$ cat src/rtl/instruction_sequencer.sv
// Issues fetched instructions one at a time, holding the 4-bit class on selector for its execution length.
// Latency: accept at edge N drives selector/operands in cycles N+1..N+C; retire is high in cycle N+C.
// Backpressure: instr_ready is low mid-instruction and during flush/rst; a retire cycle can accept the next instruction.
module instruction_sequencer #(
    parameter int BIN_CYCLES  = 1,
    parameter int UNAR_CYCLES = 1,
    parameter int INCR_CYCLES = 2,
    parameter int JUMP_CYCLES = 3
) (
    input  logic        clk,
    input  logic        rst,
    input  logic        instr_valid,
    input  logic [15:0] instr,
    input  logic        flush,
    output logic        instr_ready,
    output logic [3:0]  selector,
    output logic [2:0]  step,
    output logic [11:0] operands,
    output logic        busy,
    output logic        retire
);

    typedef enum logic {IDLE, EXEC} state_t;

    localparam bit PARAMS_LEGAL =
        (BIN_CYCLES  >= 1) && (BIN_CYCLES  <= 7) &&
        (UNAR_CYCLES >= 1) && (UNAR_CYCLES <= 7) &&
        (INCR_CYCLES >= 1) && (INCR_CYCLES <= 7) &&
        (JUMP_CYCLES >= 1) && (JUMP_CYCLES <= 7);

    state_t      state_q, state_d;
    logic [3:0]  sel_q;
    logic [2:0]  step_q;
    logic [2:0]  cyc_q;
    logic [11:0] opnd_q;
    logic        last;
    logic        accept;

    function automatic logic [2:0] cycles_for(input logic [3:0] opcode);
        case (opcode)
            4'h0:    cycles_for = 3'd1;
            4'hD:    cycles_for = 3'(UNAR_CYCLES);
            4'hE:    cycles_for = 3'(INCR_CYCLES);
            4'hF:    cycles_for = 3'(JUMP_CYCLES);
            default: cycles_for = 3'(BIN_CYCLES);
        endcase
    endfunction

    // cyc_q is never 0 while executing, so the subtraction cannot wrap.
    assign last        = (state_q == EXEC) && (step_q == cyc_q - 3'd1);
    assign instr_ready = !rst && !flush && ((state_q == IDLE) || last);
    assign accept      = instr_valid && instr_ready;

    always_ff @(posedge clk) begin
        if (rst) begin
            state_q <= IDLE;
        end else begin
            state_q <= state_d;
        end
    end

    always_comb begin
        state_d = state_q;
        if (flush) begin
            state_d = IDLE;
        end else if (accept) begin
            state_d = EXEC;
        end else if (last) begin
            state_d = IDLE;
        end
    end

    always_ff @(posedge clk) begin
        if (rst) begin
            sel_q  <= 4'h0;
            step_q <= 3'd0;
            cyc_q  <= 3'd1;
            opnd_q <= 12'h000;
        end else if (flush || (last && !accept)) begin
            sel_q  <= 4'h0;
            step_q <= 3'd0;
        end else if (accept) begin
            sel_q  <= instr[15:12];
            opnd_q <= instr[11:0];
            step_q <= 3'd0;
            cyc_q  <= cycles_for(instr[15:12]);
        end else if (state_q == EXEC) begin
            step_q <= step_q + 3'd1;
        end
    end

    always_comb begin
        selector = sel_q;
        step     = step_q;
        operands = opnd_q;
        busy     = (state_q == EXEC);
        retire   = last;
    end

    always_ff @(posedge clk) begin
        if (!rst) begin
            assert (PARAMS_LEGAL)
            else $error("instruction_sequencer: cycle parameters must be in 1..7");
        end
    end

endmodule

$ cat config.mk
export PLATFORM = sky130hd
export DESIGN_NAME = instruction_sequencer
export DESIGN_NICKNAME = d
export VERILOG_FILES = /design/src/rtl/instruction_sequencer.sv
export SDC_FILE = /design/constraint.sdc
export NUM_CORES = 1
export LEC_CHECK = 0
export BUFFER_PORTS_ARGS = -buffer_cell sky130_fd_sc_hd__buf_2
export CORE_ASPECT_RATIO = 1.1
export CORE_MARGIN = 2
export CORE_UTILIZATION = 31
export DETAILED_ROUTE_END_ITERATION = 12
export PLACE_DENSITY = 0.56
export SYNTH_ARGS = -nofsm -noshare
export SYNTH_HDL_FRONTEND = slang
export SYNTH_SLANG_ARGS = --single-unit
$ cat constraint.sdc
create_clock -name clk -period 5.24 [get_ports clk]
set_input_delay 0 -clock clk [delete_from_list [all_inputs] [get_ports clk]]
set_output_delay 0 -clock clk [all_outputs]
set_load 0.02 [all_outputs]
==> results of run 1 <==
## layout make-up
class	instances	share of cell area, %
flip-flops and latches	22	28.8
clock buffers	3	1.47
inverters	4	0.981
clock inverters	1	1.96
repair buffers	57	23.9
well taps	48	3.92
multi-input cells	88	39.0
## routing by layer
metal	vias to the layer above	wire length (µm)	part of all wire [%]
li1	533	-	-
met1	463	1200	45
met2	32	1290	49
met3	2	129	4.9
met4	0	21	0.80
met5	-	0	0
## path summary, 6_finish.rpt
path / start / to / slack (ns) / depth (start not counted)
max: cyc_q[0] / instr_ready / 3.31 / 6
min: flush / step[0] / 0.04 / 3
max reg2reg: cyc_q[0] / operands[11] / 3.33 / 6
min reg2reg: operands[3] / operands[3] / 0.48 / 2
## through the flow
stage | area [µm²] | std cells | hold WS (ns)
finish | 1530 | 223 | 0.0367
detailed placement | 1320 | 203 | 0.240
global route | 1530 | 223 | 0.0462
floorplan | 1100 | 121 | 0.130
CTS | 1530 | 223 | 0.0340
global placement | 1320 | 203 | 0.217
## critical path: stages, from the launching register on
cell and delay [ns]:
dfxtp_1 0.38, inv_1 0.06, ha_1 0.30, xnor2_1 0.40
o31a_4 0.27, nor2_1 0.05, buf_2 0.15
## layout by cell type, fill, tap and decap left out, types with 2 or more instances in the layout
cell and n:
a31oi_1 2, nand2b_1 13, nor4_1 2, inv_1 4, nand3_1 4, mux2i_1 3, o21ai_1 2, dlygate4sd3_1 16
nand2_1 5, xnor2_1 2, nor2_1 10, clkbuf_4 3, buf_2 41, o21ai_2 9, o22ai_1 2, ha_1 2
o21ai_0 13, dfxtp_1 22, nor3_1 4, a21oi_1 3
## power groups by stage
| stage | Sequential, µW | Combinational, µW | Clock [µW] |
|---|---|---|---|
| 2_1_floorplan | 199 | 29.3 | 0 |
| 3_3_place_gp | 187 | 61.8 | 0 |
| 3_5_place_dp | 188 | 62.9 | 0 |
| 4_1_cts | 184 | 72.2 | 136 |
| 5_1_grt | 185 | 78.3 | 139 |
| 6_report | 184 | 71.5 | 131 |
## logic make-up (layout without fill, tap and decap cells)
family                     Yosys count  in the layout  synth area share [%]
AOI/OAI and AO/OA                   36             36                  22.3
adders and majority gates            2              2                  2.27
muxes                                3              3                  2.73
DFF                                 22             22                  40.0
buffers and inverters               11             65                  5.69
xor gates and xnor gates             3              3                  3.07
and+or+nand+nor                     44             44                  23.9
## synth_stat cells, types with 3 or more instances
master     n  share of area, %
nor2_1    10               3.4
nand2_1    5               1.7
dfxtp_1   22                40
clkbuf_1   3               1.0
inv_1      4               1.4
nor3_1     4               1.8
nand2b_1  13               7.4
nand3_1    4               1.8
a21oi_1    3               1.4
o21ai_2    9               7.2
o21ai_0   13               5.9
mux2i_1    3               2.7
## state kept, by name, indices dropped and copies added, names as in the netlist
name / cells
cyc_q: 2
selector: 4
busy: 1
operands: 12
step: 3
==> flow_metrics.env, run 1 <==
export IMPL_core_area_mm2=0.00336
export IMPL_area_growth_pct=39.1
export IMPL_hold_viol_final=0
export IMPL_pre_cts_ws_ns=3.34
export IMPL_setup_ws_ns=3.31
export IMPL_cts_htree_levels=1
export IMPL_grt_setup_unrepaired="no"
export IMPL_antenna_found_initial=0
export IMPL_cp_arrival_ns=1.93
export IMPL_grt_pass1_wl_mm=4.28
export IMPL_met3_usage_pct=2.33
export IMPL_drt_initial_drc_count=36
export IMPL_die_height_um=66.5
export IMPL_max_freq_ghz=0.519
export IMPL_grt_ovfl_total=0
export IMPL_outcome="finished clean"
export IMPL_maxSlewHeadroom_pct=57.9
export IMPL_rows=22
export IMPL_postCtsSetupBuffers=0
export IMPL_startpoint_type="flop"
export IMPL_wirelength_mm=2.64
export IMPL_path_class="flop to output port"
export IMPL_power_share_clock_pct=33.9
export IMPL_seq_area_um2=440
export IMPL_ys_ff_latch=22
export IMPL_start_util_pct=32.7
export IMPL_vias=1030
export IMPL_critPathRequiredTime_ns=5.24
export IMPL_p_sw_uw=99.1
export IMPL_multi_input_area_um2=597
export IMPL_async_flop_share_pct=0
export IMPL_grtUsageTotal_pct=13.8
export IMPL_yosysSeqAreaShare_pct=40.0
export IMPL_worstPathMaxFanout=8
export IMPL_pwr_share_comb_pct=18.5
export IMPL_die_w_um=60.8
export IMPL_drive_gt1_share_pct=34.9
export IMPL_clock_sinks=22
export IMPL_pwr_share_seq_pct=47.5
export IMPL_powerDensity_mw_per_mm2=252
export IMPL_setup_viol=0
export IMPL_grt_pass1_vias=1015
export IMPL_synth_edff_count=0
export IMPL_dp_hpwl_mm=1.90
export IMPL_io_buffer_count=41
export IMPL_switching_share_pct=25.7
export IMPL_final_core_util_pct=45.6
export IMPL_nFillCells=332
export IMPL_drv_cap=0
export IMPL_p_leak_uw=0.000658
export IMPL_met1_usage_pct=16.5
export IMPL_period_share_pct=36.8
export IMPL_routed_via_density=4.62
export IMPL_gr_max_usage_layer="met2"
export IMPL_io_pins=42
export IMPL_ant_nets=0
export IMPL_grt_max_degree=19
export IMPL_hold_path_class="input port to flop"
export IMPL_place_congestion=0.713
export IMPL_ctsHoldBuffers=16
export IMPL_setup_tns_ns=0
export IMPL_clk_latency_ns=0.31
export IMPL_maxSlewViolCount=0
export IMPL_numCtsBuffers=3
export IMPL_internal_power_uw=287
export IMPL_cts_tree="built"
export IMPL_synth_nets=143
export IMPL_syn_area_mm2=0.00110
export IMPL_synth_area_per_cell_um2=9.09
export IMPL_synthDistinctLibCells=34
export IMPL_postCtsResizedCells=0
export IMPL_use_met2_pct=24.6
export IMPL_max_clock_path_buffers=2
export IMPL_dieArea_mm2=0.00404
export IMPL_path_clk_slew_ns=0.12
export IMPL_antenna_cells=0
export IMPL_clock_tree_root_cell="clkbuf_4"
export IMPL_tightest_slew_ns=0.627
export IMPL_cp_end_kind="output port"
export IMPL_drt_first_pass_iters=4
export IMPL_skew_ns=0.00191
export IMPL_drc_errors=0
export IMPL_num_nets_final=198
export IMPL_power_uw=386
export IMPL_avgRoutedWirePerCell_um=11.8
export IMPL_ys_warn_count=0
export IMPL_fin_crit_ns=1.93
export IMPL_ir_drop_uv=92.7
export IMPL_synth_ff_type="dfxtp_1"
export IMPL_netlist_instances=121
(Power assumes the default switching activity.)
==> run 2, diff against run 1 <==
==> constraint.sdc (replaced) <==
create_clock -name clk -period 2 [get_ports clk]
set_input_delay 0 -clock clk [delete_from_list [all_inputs] [get_ports clk]]
set_output_delay 0 -clock clk [all_outputs]
set_load 0.02 [all_outputs]
==> flow_metrics.env, run 2 (synthesized netlist as in run 1, its figures left out) <==
export IMPL_nFillCells=346
export IMPL_r2r_slack_ns=0.14
export IMPL_power_uw=1020
export IMPL_grt_ovfl_total=0
export IMPL_p_leak_uw=0.000672
export IMPL_worstPathMaxFanout=8
export IMPL_antenna_found_initial=0
export IMPL_grtUsageTotal_pct=13.7
export IMPL_setup_viol=0
export IMPL_wirelength_mm=2.72
export IMPL_dieArea_mm2=0.00404
export IMPL_outcome="finished clean"
export IMPL_fin_crit_ns=1.87
export IMPL_drive_gt1_share_pct=36.9
export IMPL_worst_r2r_cell_count=6
export IMPL_place_congestion=0.735
export IMPL_drv_cap=0
export IMPL_antenna_cells=0
export IMPL_die_w_um=60.8
export IMPL_hold_path_class="input port to flop"
export IMPL_rows=22
export IMPL_grt_pass1_wl_mm=4.24
export IMPL_start_util_pct=32.7
export IMPL_clock_sinks=22
export IMPL_drt_initial_drc_count=41
export IMPL_final_common_cell="buf_2"
export IMPL_num_nets_final=199
export IMPL_internal_power_uw=753
export IMPL_die_height_um=66.5
export IMPL_switching_share_pct=25.9
export IMPL_layout_common_cells="buf_2, dfxtp_1, dlygate4sd3_1"
export IMPL_path_clk_slew_ns=0.13
export IMPL_hold_viol_final=0
export IMPL_worstHoldStart="instr[15]"
export IMPL_setup_tns_ns=0
export IMPL_seq_area_um2=442
export IMPL_area_growth_pct=40.4
export IMPL_multi_input_area_um2=604
export IMPL_cts_tree="built"
export IMPL_clock_tree_root_cell="clkbuf_4"
export IMPL_cp_arrival_ns=1.87
export IMPL_path_class="flop to output port"
export IMPL_avgRoutedWirePerCell_um=12.1
export IMPL_dp_hpwl_mm=1.90
export IMPL_startpoint_type="flop"
export IMPL_ant_nets=0
export IMPL_worstHoldEndpoint="selector[3]"
export IMPL_maxSlewHeadroom_pct=63.2
export IMPL_routed_via_density=4.66
export IMPL_tightest_slew_ns=0.548
export IMPL_reg2reg_to="cyc_q[1]"
export IMPL_grt_pass1_vias=979
export IMPL_vias=1043
export IMPL_io_buffer_count=41
export IMPL_period_share_pct=93.7
export IMPL_core_area_mm2=0.00336
export IMPL_max_freq_ghz=0.534
export IMPL_maxSlewViolCount=0
export IMPL_pwr_share_comb_pct=18.8
export IMPL_whs_path_depth=3
export IMPL_p_sw_uw=263
export IMPL_drc_errors=0
export IMPL_ir_drop_uv=517
export IMPL_drt_first_pass_iters=4
export IMPL_powerDensity_mw_per_mm2=658
export IMPL_grt_max_degree=19
export IMPL_max_clock_path_buffers=2
export IMPL_critPathRequiredTime_ns=2.00
export IMPL_power_share_clock_pct=33.9
export IMPL_skew_ns=0.00383
export IMPL_grt_setup_unrepaired="no"
export IMPL_numCtsBuffers=3
export IMPL_cp_end_kind="output port"
export IMPL_clk_latency_ns=0.31
export IMPL_cts_htree_levels=1
export IMPL_io_pins=42
export IMPL_largest_register_ffs=12
export IMPL_pwr_share_seq_pct=47.3
export IMPL_reg2reg_from="cyc_q[0]"
run 2: power by group through the flow:
stage          clock, µW  combinational, µW  sequential (µW)
2_1_floorplan          0               76.8              521
3_3_place_gp           0                162              490
3_5_place_dp           0                165              491
4_1_cts              351                188              481
5_1_grt              364                209              483
6_report             345                191              481
run 2: per-stage QoR:
step	worst slack, ns	std cells	hold slack (ns)	utilization, %	area [µm²]
finish	0.127	224	0.00250	46.0	1540
floorplan	0.146	121	0.130	-	1100
global route	0.0104	224	0.0267	46.0	1540
detailed placement	0.0945	203	0.227	39.2	1320
global placement	0.178	203	0.218	39.2	1320
CTS	0.0234	222	0.00742	45.3	1520
run 2: final cells by class:
cell class                      count  share of cell area, %
Clock buffer                        3                   1.46
Timing Repair Buffer               58                   24.0
Inverter                            4                  0.972
Clock inverter                      1                   1.94
Multi-Input combinational cell     88                   39.1
Tap cell                           48                   3.89
Sequential cell                    22                   28.6
run 2: worst max-delay path by stage:
stage / end / slack, ns / from / cells past startpoint
global route: cyc_q[1] / 0.01 / cyc_q[0] / 6
global placement: cyc_q[1] / 0.18 / cyc_q[0] / 6
finish: instr_ready / 0.13 / cyc_q[0] / 6
floorplan: step[2] / 0.15 / cyc_q[0] / 5
CTS: instr_ready / 0.02 / cyc_q[0] / 6
detailed placement: operands[10] / 0.09 / cyc_q[0] / 6
run 2: timing repair:
item                                    CTS  global route
resized for setup                         0             2
buffers inserted                          0             2
endpoints found under the setup margin    0            15
hold buffers                             15             0
hold endpoints to repair                 16             0
run 2: per-layer routing:
layer | up-vias | global-route usage [%] | part of all wire, %
li1 | 530 | - | -
met1 | 472 | 16.0 | 44
met2 | 37 | 24.9 | 48
met3 | 4 | 3.50 | 6.7
met4 | 0 | 2.45 | 0.66
met5 | - | 0 | 0
run 2: worst max-delay path, stage by stage (launching register included):
cell     delay [ns]
dfxtp_2        0.37
inv_1          0.05
ha_1           0.32
xnor2_2        0.19
o31a_4         0.36
nor2_1         0.10
buf_2          0.17
==> run 3, diff against run 2 <==
--- a/config.mk
+++ b/config.mk
@@ -6,11 +6,13 @@
 export NUM_CORES = 1
 export LEC_CHECK = 0
 export BUFFER_PORTS_ARGS = -buffer_cell sky130_fd_sc_hd__buf_2
+export CAP_MARGIN = 20
 export CORE_ASPECT_RATIO = 1.1
 export CORE_MARGIN = 2
 export CORE_UTILIZATION = 31
 export DETAILED_ROUTE_END_ITERATION = 12
 export PLACE_DENSITY = 0.56
+export SETUP_SLACK_MARGIN = 0.02
 export SYNTH_ARGS = -nofsm -noshare
 export SYNTH_HDL_FRONTEND = slang
 export SYNTH_SLANG_ARGS = --single-unit
==> constraint.sdc (replaced) <==
create_clock -name clk -period 2.4 [get_ports clk]
set_input_delay 0 -clock clk [delete_from_list [all_inputs] [get_ports clk]]
set_output_delay 0 -clock clk [all_outputs]
set_load 0.02 [all_outputs]
==> flow_metrics.env, run 3 (synthesized netlist as in run 1, its figures left out) <==
export IMPL_seq_area_um2=440
export IMPL_cp_end_kind="output port"
export IMPL_place_congestion=0.713
export IMPL_grtUsageTotal_pct=14.3
export IMPL_startpoint_type="flop"
export IMPL_start_util_pct=32.7
export IMPL_vias=1039
export IMPL_place_inst=203
export IMPL_final_common_cell="buf_2"
export IMPL_tightest_slew_ns=0.631
export IMPL_ant_nets=0
export IMPL_internal_power_uw=550
export IMPL_grt_ovfl_total=0
export IMPL_num_nets_final=198
export IMPL_outcome="finished clean"
export IMPL_grt_pass1_vias=1025
export IMPL_pwr_share_comb_pct=20.5
export IMPL_grt_pass1_wl_mm=4.38
export IMPL_rows=22
export IMPL_worst_r2r_cell_count=6
export IMPL_final_core_util_pct=45.1
export IMPL_power_uw=764
export IMPL_routed_via_density=4.66
export IMPL_die_w_um=60.8
export IMPL_fin_crit_ns=1.93
export IMPL_switching_share_pct=28.0
export IMPL_dieArea_mm2=0.00404
export IMPL_ir_drop_uv=203
export IMPL_top_layer="met4"
export IMPL_critPathRequiredTime_ns=2.40
export IMPL_maxSlewViolCount=0
export IMPL_routed_wl_met3_um=135
export IMPL_reg2reg_to="operands[11]"
export IMPL_wl_met1_mm=1.25
export IMPL_hold_ws_ns=0.0428
export IMPL_drive_gt1_share_pct=34.9
export IMPL_drv_cap=0
export IMPL_pwr_share_seq_pct=52.4
export IMPL_drt_first_pass_iters=4
export IMPL_cp_arrival_ns=1.93
export IMPL_largest_register_ffs=12
export IMPL_io_pins=42
export IMPL_nFillCells=340
export IMPL_multi_input_area_um2=597
export IMPL_worstHoldStart="flush"
export IMPL_worstPathMaxFanout=8
export IMPL_drc_errors=0
export IMPL_setup_tns_ns=0
export IMPL_fin_cells=223
export IMPL_powerDensity_mw_per_mm2=505
export IMPL_antenna_cells=0
export IMPL_grt_setup_unrepaired="no"
export IMPL_wirelength_mm=2.68
export IMPL_skew_ns=0.00426
export IMPL_path_class="flop to output port"
export IMPL_antenna_found_initial=0
export IMPL_clk_latency_ns=0.31
export IMPL_numCtsBuffers=3
export IMPL_hold_viol_final=0
export IMPL_area_growth_pct=37.7
export IMPL_max_clock_path_buffers=2
export IMPL_max_freq_ghz=0.517
export IMPL_cts_htree_levels=1
export IMPL_wl_met2_mm=1.26
export IMPL_postCtsSetupBuffers=0
export IMPL_layout_common_cells="buf_2, dfxtp_1, dlygate4sd3_1"
export IMPL_die_height_um=66.5
export IMPL_path_clk_slew_ns=0.12
export IMPL_grt_max_degree=19
export IMPL_period_share_pct=80.6
export IMPL_p_leak_uw=0.000651
export IMPL_p_sw_uw=214
export IMPL_ctsHoldBuffers=16
export IMPL_core_area_mm2=0.00336
export IMPL_cts_tree="built"
export IMPL_avgRoutedWirePerCell_um=12.0
export IMPL_setup_viol=0
export IMPL_hold_path_class="input port to flop"
export IMPL_postCtsResizedCells=0
export IMPL_r2r_slack_ns=0.48
export IMPL_drt_initial_drc_count=41
export IMPL_dp_hpwl_mm=1.90
export IMPL_worstHoldEndpoint="step[0]"
export IMPL_power_share_clock_pct=27.1
export IMPL_whs_path_depth=3
export IMPL_clock_sinks=22
export IMPL_clock_tree_root_cell="clkbuf_4"
export IMPL_reg2reg_from="cyc_q[0]"
export IMPL_maxSlewHeadroom_pct=57.6
export IMPL_io_buffer_count=41
## run 3: cell count changes in the layout (fill, tap and decap cells not counted), sizes merged
cell,previous run,this run
buf,43,41
bufinv,1,0
clkbuf,3,4
dlygate4sd3,15,16
## run 3: area by class of cell
class / count / area share, %
Timing Repair Buffer: 57 / 24.1
Tap cell: 48 / 3.97
Inverter: 4 / 0.992
Sequential cell: 22 / 29.1
Clock buffer: 4 / 2.40
Multi-Input combinational cell: 88 / 39.4
## run 3: power by group through the flow
stage	Combinational, µW	Clock [µW]	Sequential, µW
final	156	207	401
after global routing	171	222	403
after CTS	158	214	401
after detailed placement	137	0	410
after global placement	135	0	408
after floorplan	64.0	0	434
## run 3: critical path, stage by stage, from the launching register on
cell,delay (ns)
dfxtp_1,0.38
inv_1,0.06
ha_1,0.30
xnor2_1,0.41
o31a_4,0.27
nor2_1,0.05
buf_2,0.15
## run 3: per-stage QoR
step                      setup WS [ns]  cell area (µm²)
after global placement            0.582             1320
after CTS                         0.449             1510
after floorplan                   0.546             1100
final                             0.466             1510
after detailed placement          0.502             1320
after global routing              0.231             1510
## run 3: worst max path at each step
stage | from | end | slack (ns) | depth (start not counted)
detailed placement | cyc_q[0] | operands[11] | 0.50 | 6
floorplan | cyc_q[0] | step[2] | 0.55 | 5
global placement | cyc_q[0] | cyc_q[1] | 0.58 | 6
CTS | cyc_q[0] | instr_ready | 0.45 | 6
global route | cyc_q[0] | operands[11] | 0.23 | 6
finish | cyc_q[0] | instr_ready | 0.47 | 6
## run 3: layer usage
| layer | track usage [%] | vias to the layer above |
|---|---|---|
| met5 | 0 | - |
| met4 | 4.89 | 0 |
| met3 | 2.33 | 5 |
| met2 | 25.7 | 35 |
| met1 | 16.6 | 463 |
| li1 | - | 536 |
